File: src/rtl/sdram_arb_pkg.sv
// Shared SDRAM widths, arbiter defaults and arbiter FSM state encodings.
// Types and constants only; no logic, no latency, no flow control.
package sdram_arb_pkg;

  localparam int SDRAM_ADDR_W   = 24;
  localparam int SDRAM_DATA_W   = 32;
  localparam int ARB_MAX_OUTST  = 4;
  localparam int ARB_STARVE_LIM = 8;

  typedef enum logic [1:0] {
    IDLE     = 2'd0,
    RD_CMD   = 2'd1,
    WR_DRAIN = 2'd2,
    WR_CMD   = 2'd3
  } arb_state_e;

endpackage

File: src/rtl/sdram_arb_outst.sv
// Outstanding-read counter: +1 per read accept, -1 per returned word, clamped to 0..MAX_OUTST.
// Count updates 1 cycle after inc/dec; full blocks new read grants upstream.
module sdram_arb_outst
  import sdram_arb_pkg::*;
#(
  parameter int MAX_OUTST = ARB_MAX_OUTST
) (
  input  logic                             mclk,
  input  logic                             rst,
  input  logic                             inc,
  input  logic                             dec,
  output logic [$clog2(MAX_OUTST+1)-1:0]   cnt,
  output logic                             full,
  output logic                             empty
);

  localparam int CNT_W = $clog2(MAX_OUTST + 1);

  logic inc_ok;
  logic dec_ok;

  assign full   = (cnt == CNT_W'(MAX_OUTST));
  assign empty  = (cnt == '0);
  assign inc_ok = inc & ~full;
  // A return with nothing outstanding is stale (e.g. from before a reset) and is dropped.
  assign dec_ok = dec & ~empty;

  always_ff @(posedge mclk) begin
    if (rst) begin
      cnt <= '0;
    end else if (inc_ok && !dec_ok) begin
      cnt <= cnt + CNT_W'(1);
    end else if (dec_ok && !inc_ok) begin
      cnt <= cnt - CNT_W'(1);
    end
  end

endmodule

File: src/rtl/sdram_arb.sv
// Read-priority arbiter sharing one SDRAM command port between the loader (writes) and DAC reader.
// Command launches 1 cycle after grant and holds through mem_waitrequest; read data returns 1 cycle after mem_rdv.
module sdram_arb
  import sdram_arb_pkg::*;
#(
  parameter int ADDR_W     = SDRAM_ADDR_W,
  parameter int DATA_W     = SDRAM_DATA_W,
  parameter int MAX_OUTST  = ARB_MAX_OUTST,
  parameter int STARVE_LIM = ARB_STARVE_LIM
) (
  input  logic              mclk,
  input  logic              rst,
  input  logic              wr_req,
  input  logic [ADDR_W-1:0] wr_addr,
  input  logic [DATA_W-1:0] wr_data,
  output logic              wr_ack,
  input  logic              rd_req,
  input  logic [ADDR_W-1:0] rd_addr,
  output logic              rd_ack,
  output logic              rd_dv,
  output logic [DATA_W-1:0] rd_data,
  output logic              mem_wr,
  output logic              mem_rd,
  output logic [ADDR_W-1:0] mem_addr,
  output logic [DATA_W-1:0] mem_wdata,
  input  logic              mem_waitrequest,
  input  logic              mem_rdv,
  input  logic [DATA_W-1:0] mem_rdata,
  output logic              busy
);

  localparam int CNT_W = $clog2(MAX_OUTST + 1);
  localparam int SC_W  = $clog2(STARVE_LIM + 1);

  arb_state_e       state;
  arb_state_e       state_nxt;
  logic [SC_W-1:0]  starve_cnt;
  logic [CNT_W-1:0] outst_cnt;
  logic             outst_full;
  logic             outst_empty;
  logic             rd_accept;
  logic             wr_accept;
  logic             grant_rd;
  logic             grant_wr;
  logic             starved;
  logic             drain_done;

  assign rd_accept = mem_rd & ~mem_waitrequest;
  assign wr_accept = mem_wr & ~mem_waitrequest;
  assign rd_ack    = rd_accept;
  assign wr_ack    = wr_accept;
  assign starved   = (starve_cnt == SC_W'(STARVE_LIM));
  // Leave drain on the cycle the last read returns so the write launches right after it.
  assign drain_done = outst_empty | ((outst_cnt == CNT_W'(1)) & mem_rdv);
  assign busy       = (state != IDLE) | ~outst_empty;

  sdram_arb_outst #(
    .MAX_OUTST(MAX_OUTST)
  ) u_outst (
    .mclk  (mclk),
    .rst   (rst),
    .inc   (rd_accept),
    .dec   (mem_rdv),
    .cnt   (outst_cnt),
    .full  (outst_full),
    .empty (outst_empty)
  );

  always_comb begin
    state_nxt = state;
    grant_rd  = 1'b0;
    grant_wr  = 1'b0;
    case (state)
      IDLE: begin
        if (wr_req && (!rd_req || starved)) begin
          grant_wr  = 1'b1;
          state_nxt = outst_empty ? WR_CMD : WR_DRAIN;
        end else if (rd_req && !outst_full) begin
          grant_rd  = 1'b1;
          state_nxt = RD_CMD;
        end
      end
      RD_CMD:   if (rd_accept)  state_nxt = IDLE;
      WR_DRAIN: if (drain_done) state_nxt = WR_CMD;
      WR_CMD:   if (wr_accept)  state_nxt = IDLE;
      default:  state_nxt = IDLE;
    endcase
  end

  always_ff @(posedge mclk) begin
    if (rst) begin
      state      <= IDLE;
      starve_cnt <= '0;
      mem_rd     <= 1'b0;
      mem_wr     <= 1'b0;
      mem_addr   <= '0;
      mem_wdata  <= '0;
      rd_dv      <= 1'b0;
      rd_data    <= '0;
    end else begin
      state <= state_nxt;
      rd_dv <= mem_rdv & ~outst_empty;
      if (mem_rdv && !outst_empty) rd_data <= mem_rdata;

      if (grant_rd) begin
        mem_rd   <= 1'b1;
        mem_addr <= rd_addr;
      end else if (rd_accept) begin
        mem_rd <= 1'b0;
      end

      // Write address/data are captured at grant even when the write must first drain.
      if (grant_wr) begin
        mem_addr  <= wr_addr;
        mem_wdata <= wr_data;
      end

      if (state != WR_CMD && state_nxt == WR_CMD) mem_wr <= 1'b1;
      else if (wr_accept)                         mem_wr <= 1'b0;

      if (!wr_req || wr_accept)       starve_cnt <= '0;
      else if (rd_accept && !starved) starve_cnt <= starve_cnt + SC_W'(1);
    end
  end

endmodule

File: config.mk
export PLATFORM = sky130hd
export DESIGN_NAME = sdram_arb
export DESIGN_NICKNAME = d
export VERILOG_FILES = /design/src/rtl/sdram_arb_pkg.sv /design/src/rtl/sdram_arb_outst.sv /design/src/rtl/sdram_arb.sv
export SDC_FILE = /design/constraint.sdc
export NUM_CORES = 1
export LEC_CHECK = 0
export ABC_AREA = 1
export CAP_MARGIN = 20
export CORE_AREA = 2 2 138 140
export CTS_BUF_LIST = sky130_fd_sc_hd__clkbuf_4
export DETAILED_ROUTE_END_ITERATION = 8
export DIE_AREA = 0 0 140 142
export GPL_ROUTABILITY_DRIVEN = 0
export PLACE_DENSITY = 0.55
export SKIP_LAST_GASP = 1
export SYNTH_ARGS = -nofsm -noshare
export SYNTH_HDL_FRONTEND = slang
export SYNTH_SLANG_ARGS = --single-unit
File: constraint.sdc
create_clock -name mclk -period 4.35 [get_ports mclk]
set_input_delay 0.87 -clock mclk [delete_from_list [all_inputs] [get_ports mclk]]
set_output_delay 0.87 -clock mclk [all_outputs]
set_load 0.01 [all_outputs]
==> results of run 1 <==
-- worst paths after layout --
| check | start | to | slack (ns) | cells past startpoint |
|---|---|---|---|---|
| worst max register to register | u_outst.cnt[0]$_SDFFE_PP0P_ | u_outst.cnt[2]$_SDFFE_PP0P_ | 2.10 | 9 |
| worst min-delay path | mem_wdata[30]$_SDFFE_PP0P_ | mem_wdata[30]$_SDFFE_PP0P_ | 0.47 | 2 |
| worst max-delay path | mem_waitrequest | rd_ack | 1.31 | 5 |
| worst min register to register | mem_wdata[30]$_SDFFE_PP0P_ | mem_wdata[30]$_SDFFE_PP0P_ | 0.47 | 2 |
-- area by class of cell --
type | instances | area, µm²
Sequential cell | 100 | 2000
Multi-Input combinational cell | 408 | 1940
Inverter | 93 | 349
Tap cell | 234 | 293
Clock buffer | 10 | 75.1
Antenna cell | 1 | 2.50
Timing Repair Buffer | 222 | 2210
Fill cell | 1969 | 11500
Clock inverter | 6 | 65.1
-- metal layers --
layer  up-vias  part of all wire (%)  GRT usage (%)
li1       2341                     -              -
met1      1943                    46           17.0
met2       109                    47           23.2
met3        17                   5.9           3.57
met4         0                   1.9           5.26
met5         -                     0              0
-- cell families (layout without fill, tap and decap cells) --
group                    Yosys count  in the layout  synth area share [%]
other                              0              1                     0
adder cells (fa/ha/maj)            7              7                  1.93
AND/OR/NAND/NOR                  297            297                  27.4
flip-flops                       100            100                  44.1
XOR/XNOR                           3              3                 0.579
AO/OA/AOI/OAI                    101            101                  12.9
buffers and inverters            130            331                  13.0
-- state kept, by name, summed over array words and instances, names as in the netlist --
name         cells
u_outst.cnt      3
mem_wdata       32
rd_dv            1
rd_data         32
state            2
starve_cnt       4
mem_addr        24
mem_rd           1
mem_wr           1
-- cells in the final DEF (no fill, tap or decap), types with 2 or more instances in the layout --
master	netlist	final
a21oi_2	20	20
clkbuf_4	0	10
a21oi_1	43	43
nand2_2	3	3
dfxtp_1	100	100
buf_4	8	10
xor2_1	2	2
nor2_2	21	21
ha_1	7	7
inv_1	91	91
o21ai_0	36	36
nand3_1	40	40
clkinv_4	0	2
nand2_1	152	152
nand3_2	2	2
nor2_1	78	78
clkinv_2	0	2
clkdlybuf4s50_1	0	211
-- critical path: stages --
cell and delay, ns:
clkdlybuf4s50_1 0.46, inv_1 0.09, nand2_1 0.10, inv_1 0.10, clkdlybuf4s50_1 0.55
-- power breakdown --
group,switching [mW],internal (mW),leakage (nW)
sequential,0.138,1.18,0.821
clock,0.326,0.182,0.0764
combinational,0.851,0.805,2.02
total,1.32,2.17,2.92
==> qor.yml, run 1 <==
clock_tree:
  ctsRootBufferMaster: "clkbuf_4"
  cts_buffers: 9
  cts_max_path_buffers: 2
  clk_latency_ns: 0.47
  clkSinkCount: 100
  path_clk_slew_ns: 0.15
  cts_tree: "done"
  holdBufCountCts: 0
  cts-resized-gates: 0
  post_cts_buffers: 0
  cts-htree-levels: 3
synthesis:
  synth_top_cell_area_share_pct: 44.1
  synth.cell_area_um2: 4540
  ys_top_cells_by_area: "dfxtp_1, nand2_1, inv_1"
  synthArstFlopShare_pct: 0
  syn_avg_cell_area_um2: 7.11
  synth-edff-count: 0
  ys_types: 23
  ys_seq_area_share_pct: 44.1
  ys.flop_type: "dfxtp_1"
  yosysMostFrequentCell: "nand2_1"
  synthTopCellsByCount: "nand2_1, dfxtp_1, inv_1"
  ys_warn_count: 0
  ys_seq_elements: 100
  syn_inst: 638
  synth.largest_area_cell: "dfxtp_1"
  synthesis.nets: 763
cells_and_area:
  final_nets: 959
  area_growth_pct: 52.9
  final_cell_area_um2: 6940
  final_layout_size_suffix_gt1_share_pct: 8.94
  final_cells: 1074
  utilization_pct: 37.6
critical_path:
  crit_type: "in -> out"
  cp.arrival_ns: 2.17
  critPathCaptureType: "output pin"
  cp.required_ns: 3.48
  startpoint_type: "input pin"
  worstPathMaxFanout: 3
timing:
  drv_slew: 0
  finalClockSkew_ns: 0.0112
  clock.fmax_mhz: 329
  setup_slack_ns: 1.31
  fin_crit_ns: 3.04
  rsz0062_at_grt: "no"
  hold_violations: 0
  tightest_slew_ns: 0.599
  finalCritPeriodShare_pct: 69.9
  holdWs_ns: 0.474
  tns_ns: 0
  max_slew_margin_pct: 60.0
  final-setup-viol-count: 0
global_routing:
  track_usage_pct: 13.8
  grt_pass1_wl_um: 21700
  antenna_found_initial: 1
  grt-ovfl-total: 0
  grt_pass1_vias: 4179
  grt_max_degree: 59
die:
  fp.dieW_um: 140
  pin_count: 212
  die-area_um2: 19900
  start_util_pct: 24.6
  fp-row-count: 50
  coreArea_um2: 18500
  dieHeight_um: 142
place:
  dp_cells: 1056
  dp_hpwl_um: 9500
  portBuffers: 211
  place_area_um2: 6780
  dp_slack_ns: 1.21
run:
  cap_viol_max_count: 0
power_and_ir_drop:
  power_density_nw_per_um2: 502
  power.leakage_nw: 2.92
  power_mw: 3.48
  peakVddDrop_v: 0.000256
route:
  wire_per_inst_um: 12.8
  drc: 12
  ant_nets: 0
  vias: 4410
  routed_wirelength_um: 13800
  vias_per_cell: 4.11
  dr.pass1.iters: 6
  drtIter0Drc: 244
outcome:
  failed_checks: "design-rule violations"
  outcome: "finished with violations"
hold_path:
  worstHoldPathType: "reg -> reg"
Note: power is estimated with default switching activity, not from simulation.
==> run 2: changes to the inputs <==
Clock period 4.35 ns to 3 ns, I/O delays scaled along.
==> qor.yml, run 2 (synthesis results as in run 1) <==
outcome:
  outcome: "finished with violations"  # unchanged
  failed_checks: "design-rule violations"  # unchanged
cells_and_area:
  final_common_cell: "clkdlybuf4s50_1"  # unchanged
  final_nets: 958  # was 959
  reg_top3: "mem_wdata: 32 flops, rd_data: 32 flops, mem_addr: 24 flops"  # unchanged
  final_cell_mix: "clkdlybuf4s50_1, nand2_1, dfxtp_1, inv_1, nor2_1"  # unchanged
  area_growth_pct: 53.8  # was 52.9%
  final_cell_area_um2: 6980  # was 6940 µm²
  final_cells: 1073  # was 1074
  fillers: 1938  # was 1969
  final_layout_size_suffix_gt1_share_pct: 8.72  # was 8.94%
timing:
  fin_crit_ns: 2.48
  hold_violations: 0  # unchanged
  final-setup-viol-count: 0  # unchanged
  finalCritPeriodShare_pct: 82.7
  finalClockSkew_ns: 0.0253  # was 0.0112 ns
  clock.fmax_mhz: 403
  tns_ns: 0  # unchanged
  max_slew_margin_pct: 71.0  # was 60.0%
  tightest_slew_ns: 0.435  # was 0.599 ns
  drv_slew: 0  # unchanged
  rsz0062_at_grt: "no"  # unchanged
hold_path:
  min_from: "mem_wdata[12]$_SDFFE_PP0P_"  # was mem_wdata[30]$_SDFFE_PP0P_
  worstHoldPathType: "reg -> reg"  # unchanged
critical_path:
  critPathMaxStageDelay_ns: 0.56  # was 0.55 ns
  critPathCaptureType: "output pin"  # unchanged
  worstReg2RegStart: "starve_cnt[0]$_SDFFE_PP0P_"  # was u_outst.cnt[0]$_SDFFE_PP0P_
  crit_slowest_cell: "clkdlybuf4s50_1"  # unchanged
  crit_type: "in -> out"  # unchanged
  critical_path.startpoint: "mem_waitrequest"  # unchanged
  cp.arrival_ns: 1.88  # was 2.17 ns
  worstPathMaxFanout: 3  # unchanged
  cp.required_ns: 2.40  # was 3.48 ns
  startpoint_type: "input pin"  # unchanged
  crit_chain: "clkdlybuf4s50_1, inv_1, nand2_1, inv_1, clkdlybuf4s50_1"  # unchanged
place:
  portBuffers: 211  # unchanged
  dp_cells: 1056  # unchanged
  dp_hpwl_um: 9220  # was 9500 µm
  place_area_um2: 6810  # was 6780 µm²
power_and_ir_drop:
  power.leakage_nw: 2.93  # was 2.92 nW
  power_density_nw_per_um2: 737  # was 502 nW/µm²
  peakVddDrop_v: 0.000344  # was 0.000256 V
run:
  cap_viol_max_count: 0  # unchanged
route:
  routed_wirelength_um: 13500  # was 13800 µm
  wire_per_inst_um: 12.6  # was 12.8 µm
  drc: 12  # unchanged
  drtIter0Drc: 213  # was 244
  dr.pass1.iters: 8  # was 6
  vias_per_cell: 4.10  # was 4.11
  vias: 4395  # was 4410
  ant_nets: 0  # unchanged
die:
  dieHeight_um: 142  # unchanged
  die-area_um2: 19900  # unchanged
  coreArea_um2: 18500  # unchanged
  pin_count: 212  # unchanged
  start_util_pct: 24.6  # unchanged
  fp.dieW_um: 140  # unchanged
  fp-row-count: 50  # unchanged
clock_tree:
  cts_buffers: 9  # unchanged
  holdBufCountCts: 0  # unchanged
  cts-htree-levels: 3  # unchanged
  ctsRootBufferMaster: "clkbuf_4"  # unchanged
  path_clk_slew_ns: 0.14  # was 0.15 ns
  post_cts_buffers: 0  # unchanged
  clkSinkCount: 100  # unchanged
  cts-resized-gates: 0  # unchanged
  cts_max_path_buffers: 2  # unchanged
  clk_latency_ns: 0.47  # about the same
  cts_tree: "done"  # unchanged
global_routing:
  grt-ovfl-total: 0  # unchanged
  grt_max_degree: 55  # was 59
  track_usage_pct: 13.7  # was 13.8%
  grt_pass1_vias: 4250  # was 4179
  grt_pass1_wl_um: 21700  # about the same
  antenna_found_initial: 1  # unchanged
run 2: final cells by class:
type	count	area [µm²]	area share, %
Clock buffer	10	75.1	1.08
Multi-Input combinational cell	408	1940	27.9
Tap cell	234	293	4.20
Sequential cell	100	2000	28.7
Antenna cell	2	5.00	0.0717
Clock inverter	5	85.1	1.22
Timing Repair Buffer	221	2220	31.9
Inverter	93	349	5.00
run 2: critical path: cells and delay by family:
kind | cells | cell delay [ns]
buf+inv | 4 | 1.18
simple gates | 1 | 0.10
run 2: per-layer routing:
layer / vias up / GRT usage [%] / part of all wire, %
li1: 2334 / - / -
met1: 1944 / 16.4 / 44
met2: 105 / 23.3 / 48
met3: 12 / 3.90 / 7.0
met4: 0 / 5.26 / 1.6
met5: - / 0 / 0
run 2: final timing paths:
| kind | to | slack (ns) | depth (start not counted) |
|---|---|---|---|
| max | rd_ack | 0.52 | 5 |
| min | mem_wdata[12]$_SDFFE_PP0P_ | 0.47 | 2 |
| max reg2reg | mem_wdata[16]$_SDFFE_PP0P_ | 1.10 | 9 |
| min reg2reg | mem_wdata[12]$_SDFFE_PP0P_ | 0.47 | 2 |
run 2: power breakdown:
part | internal (mW) | leakage [nW] | switching (mW)
Clock | 0.348 | 0.0831 | 0.484
Combinational | 1.18 | 2.03 | 1.23
Sequential | 1.71 | 0.821 | 0.196
run 2: through the flow:
step	setup WS [ns]	util [%]	total power [mW]	hold slack, ns
after CTS	0.458	37.8	5.25	0.478
after detailed placement	0.525	36.9	4.38	0.456
after global placement	0.516	36.9	4.38	0.452
after global routing	0.401	37.8	5.58	0.498
final	0.519	37.8	5.14	0.475
after floorplan	1.15	-	3.25	0.474
==> run 3: changes to the inputs <==
Clock period 3 ns to 2.4 ns, I/O delays scaled along.
==> qor.yml, run 3 (synthesis results as in run 1) <==
outcome:
  outcome: "finished with violations"  # unchanged
  failed_checks: "design-rule violations"  # unchanged
route:
  drc: 12  # unchanged
  vias_per_cell: 4.13  # was 4.10
  routed_wirelength_um: 13600  # was 13500 µm
  ant_nets: 0  # unchanged
  wire_per_inst_um: 12.6  # about the same
  dr.pass1.iters: 8  # unchanged
  vias: 4431  # was 4395
  drtIter0Drc: 183  # was 213
place:
  portBuffers: 211  # unchanged
  dp_slack_ns: 0.146  # was 0.525 ns
  dp_hpwl_um: 9400  # was 9220 µm
clock_tree:
  holdBufCountCts: 0  # unchanged
  cts_buffers: 9  # unchanged
  path_clk_slew_ns: 0.15  # was 0.14 ns
  clkSinkCount: 100  # unchanged
  cts_max_path_buffers: 2  # unchanged
  clk_latency_ns: 0.47  # about the same
  cts-resized-gates: 1  # was 0
  cts_tree: "done"  # unchanged
  ctsRootBufferMaster: "clkbuf_4"  # unchanged
  cts-htree-levels: 3  # unchanged
  post_cts_buffers: 0  # unchanged
timing:
  rsz0062_at_grt: "no"  # unchanged
  holdWs_ns: 0.474  # was 0.475 ns
  tns_ns: 0  # unchanged
  setup_slack_ns: 0.145  # was 0.519 ns
  max_slew_margin_pct: 70.7  # was 71.0%
  drv_slew: 0  # unchanged
  fin_crit_ns: 2.26
  tightest_slew_ns: 0.439  # was 0.435 ns
  finalClockSkew_ns: 0.0256  # was 0.0253 ns
  clock.fmax_mhz: 443
  final-setup-viol-count: 0  # unchanged
  hold_violations: 0  # unchanged
  finalCritPeriodShare_pct: 94.0
critical_path:
  critPathCaptureType: "output pin"  # unchanged
  crit_type: "in -> out"  # unchanged
  startpoint_type: "input pin"  # unchanged
  cp.required_ns: 1.92  # was 2.40 ns
  worstPathMaxFanout: 3  # unchanged
  cp.arrival_ns: 1.78  # was 1.88 ns
die:
  die-area_um2: 19900  # unchanged
  fp-row-count: 50  # unchanged
  dieHeight_um: 142  # unchanged
  coreArea_um2: 18500  # unchanged
  fp.dieW_um: 140  # unchanged
  pin_count: 212  # unchanged
  start_util_pct: 24.6  # unchanged
cells_and_area:
  multi_input_area_um2: 1940  # unchanged
  reg_top3: "mem_wdata: 32 flops, rd_data: 32 flops, mem_addr: 24 flops"  # unchanged
  final_common_cell: "clkdlybuf4s50_1"  # unchanged
  final_nets: 960  # was 958
  insertedDiodeCount: 0  # was 2
  utilization_pct: 37.8  # about the same
  regArea_um2: 2000  # unchanged
  final_cell_mix: "clkdlybuf4s50_1, nand2_1, dfxtp_1, inv_1, nor2_1"  # unchanged
  area_growth_pct: 53.7  # was 53.8%
  fillers: 1989  # was 1938
  final_layout_size_suffix_gt1_share_pct: 8.81  # was 8.72%
global_routing:
  track_usage_pct: 13.5  # was 13.7%
  grt_pass1_vias: 4078  # was 4250
  grt_max_degree: 57  # was 55
  antenna_found_initial: 0  # was 1
  grt_pass1_wl_um: 21300  # was 21700 µm
  grt-ovfl-total: 0  # unchanged
power_and_ir_drop:
  power.leakage_nw: 2.94  # was 2.93 nW
  power.internal_mw: 3.94  # was 3.24 mW
  power_density_nw_per_um2: 907  # was 737 nW/µm²
  pwr-share-comb_pct: 48.0  # was 46.8%
  seqPwrFrac_pct: 37.6  # was 37.0%
  switching_share_pct: 37.7  # was 37.1%
  power_mw: 6.33  # was 5.14 mW
  power_switching_mw: 2.38  # was 1.91 mW
  peakVddDrop_v: 0.000329  # was 0.000344 V
  p_clk_share_pct: 14.4  # was 16.2%
hold_path:
  worstHoldPathType: "reg -> reg"  # unchanged
run:
  cap_viol_max_count: 0  # unchanged
-- run 3: changes by cell type in the layout (fill, tap and decap cells not counted) --
cell,before,now
buf_12,3,4
buf_4,7,8
dlygate4sd2_1,0,1
clkdlybuf4s50_1,211,210
bufinv_16,2,1
clkbuf_4,10,9
clkinv_2,0,2
diode_2,2,0
clkinvlp_4,1,0
clkinv_1,1,3
-- run 3: layout make-up --
class                   instances  share of cell area (%)
flip-flops and latches        100                    28.7
clock inverters                 7                   0.933
well taps                     234                    4.20
repair buffers                223                    32.3
multi-input cells             408                    27.9
inverters                      93                    5.01
clock buffers                   9                   0.969
-- run 3: through the flow --
step	cell area, µm²	instances
after global placement	6840	1058
final	6970	1074
after global routing	6970	1074
after floorplan	4540	638
after CTS	6970	1074
after detailed placement	6840	1058
-- run 3: final timing paths --
check	startpoint	end	slack (ns)	depth (start not counted)
setup / recovery	mem_waitrequest	rd_ack	0.14	5
hold / removal	mem_wdata[17]$_SDFFE_PP0P_	mem_wdata[17]$_SDFFE_PP0P_	0.47	2
setup reg to reg	u_outst.cnt[0]$_SDFFE_PP0P_	rd_data[31]$_SDFFE_PP0P_	0.59	9
hold reg to reg	mem_wdata[17]$_SDFFE_PP0P_	mem_wdata[17]$_SDFFE_PP0P_	0.47	2
-- run 3: worst max-delay path: stages --
cell	delay, ns
clkdlybuf4s50_1	0.44
inv_1	0.08
nand2_1	0.11
inv_1	0.11
clkdlybuf4s50_1	0.54
-- run 3: routing by layer --
layer  track usage, %  vias up  routed length (µm)
li1                 -     2339                   -
met1             16.7     1979                6250
met2             22.8      103                6350
met3             4.27       10                 859
met4             3.35        0                 115
met5                0        -                   0
-- run 3: power by group through the flow --
stage / Combinational [mW] / Sequential [mW] / Clock [mW]
floorplan: 1.44 / 2.62 / 0
global placement: 3.11 / 2.41 / 0
detailed placement: 3.09 / 2.42 / 0
CTS: 3.10 / 2.38 / 0.985
global route: 3.37 / 2.45 / 1.05
finish: 3.04 / 2.38 / 0.910
